===== config.mk =====
export PLATFORM = sky130hd
export DESIGN_NAME = lpc_ringbuffer_ctrl
export DESIGN_NICKNAME = d
export VERILOG_FILES = /design/src/rtl/lpc_ringbuffer_ctrl.sv
export SDC_FILE = /design/constraint.sdc
export NUM_CORES = 1
export LEC_CHECK = 0
export CAP_MARGIN = 30
export CORE_ASPECT_RATIO = 1.75
export CORE_MARGIN = 3
export CORE_UTILIZATION = 45
export DETAILED_ROUTE_END_ITERATION = 12
export PLACE_DENSITY = 0.73
export SLEW_MARGIN = 30
export SYNTH_ARGS = -nofsm -noshare
export SYNTH_HDL_FRONTEND = slang
export SYNTH_SLANG_ARGS = --single-unit

===== constraint.sdc =====
create_clock -name clock -period 4.9 [get_ports clock]
set_input_delay 0.98 -clock clock [delete_from_list [all_inputs] [get_ports clock]]
set_output_delay 0.98 -clock clock [all_outputs]
set_load 0.1 [all_outputs]

===== src/rtl/lpc_ringbuffer_ctrl.sv =====
// FIFO controller for the dual-port record buffer: combinational write port,
// read FSM that absorbs the RAM's registered read latency, and drop accounting.
module lpc_ringbuffer_ctrl #(
   parameter int AW = 8,
   parameter int DW = 8,
   parameter int CW = 8
) (
   input  logic          clock,
   input  logic          reset,
   input  logic          in_valid,
   input  logic [DW-1:0] in_data,
   output logic          buf_wr_en,
   output logic [AW-1:0] buf_wr_addr,
   output logic [DW-1:0] buf_wr_data,
   output logic          buf_rd_en,
   output logic [AW-1:0] buf_rd_addr,
   input  logic [DW-1:0] buf_rd_data,
   output logic          out_valid,
   output logic [DW-1:0] out_data,
   input  logic          out_ready,
   output logic [AW:0]   level,
   output logic          empty,
   output logic          full,
   output logic          overflow,
   output logic [CW-1:0] drop_count
);

   typedef enum logic [1:0] {IDLE, WAIT, VALID} state_t;

   localparam logic [AW:0]   FULL_LEVEL = {1'b1, {AW{1'b0}}};
   localparam logic [AW:0]   PTR_ONE    = {{AW{1'b0}}, 1'b1};
   localparam logic [CW-1:0] CNT_ONE    = {{(CW-1){1'b0}}, 1'b1};

   state_t        state_reg, state_next;
   logic [AW:0]   wptr_reg, rptr_reg;
   logic [DW-1:0] out_data_reg;
   logic          overflow_reg;
   logic [CW-1:0] drop_count_reg;

   logic [AW:0]   level_int;
   logic          full_int, empty_int;
   logic          wr_fire, drop_fire, rd_fire, capture;

   // Occupancy counts slots whose read has not yet been issued; the extra
   // pointer bit distinguishes full from empty.
   assign level_int = wptr_reg - rptr_reg;
   assign full_int  = (level_int == FULL_LEVEL);
   assign empty_int = (level_int == '0);

   // Upstream cannot be stalled, so a record arriving while full is dropped.
   assign wr_fire   = in_valid & ~full_int & ~reset;
   assign drop_fire = in_valid &  full_int & ~reset;

   // Read sequencing: issue from IDLE, wait one cycle for the RAM output
   // register, then hold the record until downstream accepts it.
   always_comb begin
      state_next = state_reg;
      rd_fire    = 1'b0;
      capture    = 1'b0;
      case (state_reg)
         IDLE: begin
            if (!empty_int) begin
               rd_fire    = 1'b1;
               state_next = WAIT;
            end
         end
         WAIT: begin
            capture    = 1'b1;
            state_next = VALID;
         end
         VALID: begin
            if (out_ready) begin
               if (!empty_int) begin
                  rd_fire    = 1'b1;
                  state_next = WAIT;
               end else begin
                  state_next = IDLE;
               end
            end
         end
         default: state_next = IDLE;
      endcase
      if (reset) begin
         rd_fire = 1'b0;
         capture = 1'b0;
      end
   end

   // State register for the read sequencer.
   always_ff @(posedge clock) begin
      if (reset) state_reg <= IDLE;
      else       state_reg <= state_next;
   end

   // Pointers advance on the same edge as the RAM write / read-issue.
   always_ff @(posedge clock) begin
      if (reset) begin
         wptr_reg <= '0;
         rptr_reg <= '0;
      end else begin
         if (wr_fire) wptr_reg <= wptr_reg + PTR_ONE;
         if (rd_fire) rptr_reg <= rptr_reg + PTR_ONE;
      end
   end

   // Output record register, loaded from the RAM one cycle after the read.
   always_ff @(posedge clock) begin
      if (reset)        out_data_reg <= '0;
      else if (capture) out_data_reg <= buf_rd_data;
   end

   // Sticky overflow flag and saturating drop counter.
   always_ff @(posedge clock) begin
      if (reset) begin
         overflow_reg   <= 1'b0;
         drop_count_reg <= '0;
      end else if (drop_fire) begin
         overflow_reg <= 1'b1;
         if (drop_count_reg != '1) drop_count_reg <= drop_count_reg + CNT_ONE;
      end
   end

   assign buf_wr_en   = wr_fire;
   assign buf_wr_addr = wptr_reg[AW-1:0];
   assign buf_wr_data = in_data;
   assign buf_rd_en   = rd_fire;
   assign buf_rd_addr = rptr_reg[AW-1:0];
   assign out_valid   = (state_reg == VALID);
   assign out_data    = out_data_reg;
   assign level       = level_int;
   assign empty       = empty_int;
   assign full        = full_int;
   assign overflow    = overflow_reg;
   assign drop_count  = drop_count_reg;

endmodule


==> results of run 1 <==
## area by class of cell
cell class	instances	area, um^2	area share, %
clock buffer	5	68.8	2.23
clock inverter	3	46.3	1.50
inverter	16	60.1	1.95
multi-input combinational	224	1460	47.4
sequential	37	741	24.0
tap	74	92.6	3.00
timing repair buffer	61	613	19.9
## critical path, delay by kind of cell, from the launching register on
| family | cells | cell delay [ns] |
|---|---|---|
| simple gates | 5 | 1.53 |
| fa+ha+maj | 2 | 0.66 |
| flops | 1 | 0.38 |
| compound gates | 1 | 0.38 |
| buf+inv | 2 | 0.27 |
| xor+xnor | 1 | 0.14 |
## through the flow
step | TNS [ns] | worst slack [ns] | power (mW) | util (%) | cell area (um^2)
2_1_floorplan | -1.73 | -1.35 | 1.38 | - | 2540
3_3_place_gp | 0 | 0.691 | 1.59 | 55.6 | 2970
3_5_place_dp | 0 | 0.594 | 1.60 | 55.6 | 2970
4_1_cts | 0 | 0.256 | 1.87 | 57.7 | 3080
5_1_grt | 0 | 0.0117 | 1.94 | 57.7 | 3080
6_report | 0 | 0.266 | 1.85 | 57.7 | 3080
## power by group through the flow
stage	Combinational (mW)	Clock (mW)	Sequential (mW)
6_report	1.23	0.268	0.357
5_1_grt	1.29	0.286	0.363
4_1_cts	1.24	0.276	0.358
3_5_place_dp	1.23	0	0.364
3_3_place_gp	1.23	0	0.363
2_1_floorplan	0.943	0	0.432
## routing by layer
metal	global-route usage, %	routed length, um
met1	20.7	2400
met2	34.8	3140
met3	3.66	253
met4	10.3	261
met5	0	0
## cells in the final DEF (no fill, tap or decap), types with 4 or more instances in the layout
master	count
ha_1	11
clkbuf_8	5
nor2_1	28
dfxtp_1	37
nand2b_1	8
and3_1	4
buf_4	9
clkdlybuf4s50_1	48
or4_1	5
nand3_1	13
or3_1	5
nor3_1	9
inv_1	16
nor4_1	6
o21ai_0	9
mux2_2	15
a21oi_1	24
nand2_1	28
nor2b_1	12
## how the worst max path moves through the flow
stage,endpoint,slack (ns),cells after the start
2_1_floorplan,empty,-1.35,7
3_3_place_gp,buf_wr_en,0.69,11
3_5_place_dp,buf_wr_en,0.59,11
4_1_cts,buf_wr_en,0.26,11
5_1_grt,buf_wr_en,0.01,11
6_report,buf_wr_en,0.27,11
## kinds of logic after synthesis
family	count (synthesis)	synth area share, %
AOI/OAI and AO/OA	57	14.6
xor gates and xnor gates	3	1.05
adders and majority gates	12	6.29
buffers and inverters	57	13.3
DFF	37	29.6
muxes	17	7.54
and+or+nand+nor	135	27.6
==> metrics.cfg, run 1 <==
[timing]
rsz0062_at_grt = no
setup_viol = 0
holdWs_ns = 0.455
fmax_mhz = 216
finalHoldViolCount = 0
max_slew_margin_pct = 30.6
fin_crit_ns = 4.63
maxSlewViolCount = 0
fin_skew_ns = 0.00427
finalCritPeriodShare_pct = 94.6
tightest_slew_ns = 1.04

[pwr]
power.leakage_nw = 1.20
switching_share_pct = 57.9
p_sw_mw = 1.07
peakVddDrop_mv = 0.327
p_int_mw = 0.779
power.share.sequential_pct = 19.3
powerDensity_mw_per_mm2 = 600
clock_power_share_pct = 14.5
combPwrFrac_pct = 66.3

[cts]
h-tree-depth = 2
clk_pin_slew_ns = 0.08
cts_max_path_buffers = 2
cts_tree = done
cts_root_buf = clkbuf_8
postCtsHoldBufs = 0
clk_latency_ns = 0.29
cts_resized = 0
postCtsSetupBuffers = 0
cts_sinks = 37
numCtsBuffers = 5

[route]
dr.pass1.iters = 4
drtAntennaViolNets = 0
drc = 0
post_drt_wl_per_cell_um = 14.4
dr.first_iter.drc_count = 69
drt-vias-per-instance = 5.40
wirelength_um = 6050
via_count = 2269

[worst_setup_path]
arrival_ns = 3.65
worstReg2RegEnd = wptr_reg[3]
r2r_cells = 12
endpoint_kind = primary output
startpoint_type = flip-flop
max_stage_delay_ns = 0.74
reg2reg_setup_slack_ns = 1.02
critPathLaunch = wptr_reg[0]
critPathKind = flip-flop to primary output
cpMaxStageDelayCell = or4_1
crit_chain = inv_1 > ha_1 > fa_1 > nand2b_1 > a21oi_1 > xor2_2 > or2_2 > or4_1 > nand2_1 > nor2_2 > buf_12
cp.required_ns = 3.92
r2r_start = wptr_reg[0]
cp_max_fo = 16

[hold_path]
hold_depth = 2
hp-start = out_data[3]
worstHoldEndpoint = out_data[3]
min_path_type = flip-flop to flip-flop

[cells_and_area]
nNetsFinal = 377
drive_gt1_share_pct = 14.7
finalNonFillerCells = 420
diodes = 0
nFillCells = 535
syn2layout_area_growth_pct = 23.0

[logic_synthesis]
yosysTopAreaCellShare_pct = 29.6
synth_area_leaders = dfxtp_1, buf_4, mux2_2
synth-seq-cells = 37
yosysMostFrequentCell = dfxtp_1
synth_commonest_cells = dfxtp_1, nor2_1, nand2_1
synth_ff_type = dfxtp_1
synth-edff-count = 0
synth_nets = 350
synth.avg_cell_area_um2 = 7.88
synth_warnings = 0
syn_inst = 318
seq_area_frac_synth_pct = 29.6
ys_types = 47
async_flop_share_pct = 0
synth_area_mm2 = 0.00251
yosysTopAreaCell = dfxtp_1

[place]
place_congestion = 0.944
io_buffers = 58
placed_cells = 412
dp_hpwl_um = 4640

[die]
design.core.area_mm2 = 0.00534
row_count = 35
initial_utilization_pct = 46.9
die_w_um = 62.4
die_h_um = 105
dieArea_mm2 = 0.00654
boundaryPins = 75

[global_route]
antenna_found_initial = 0
grt_use_total_pct = 19.2
grt_first_pass_wirelength_um = 10200
grt_start_max_net_pins = 33
overflow = 0
grt_pass1_vias = 2248

[run_status]
status = finished, final reports clean

[job]
drv_cap = 0

Note: power is estimated with default switching activity, not from simulation.
==> run 2: changes to the inputs <==
--- a/config.mk
+++ b/config.mk
@@ -15,3 +15,4 @@
 export SYNTH_ARGS = -nofsm -noshare
 export SYNTH_HDL_FRONTEND = slang
 export SYNTH_SLANG_ARGS = --single-unit
+export TNS_END_PERCENT = 100
==> results of run 2 <==
Final layout, timing and power as in run 1 (identical DEF).
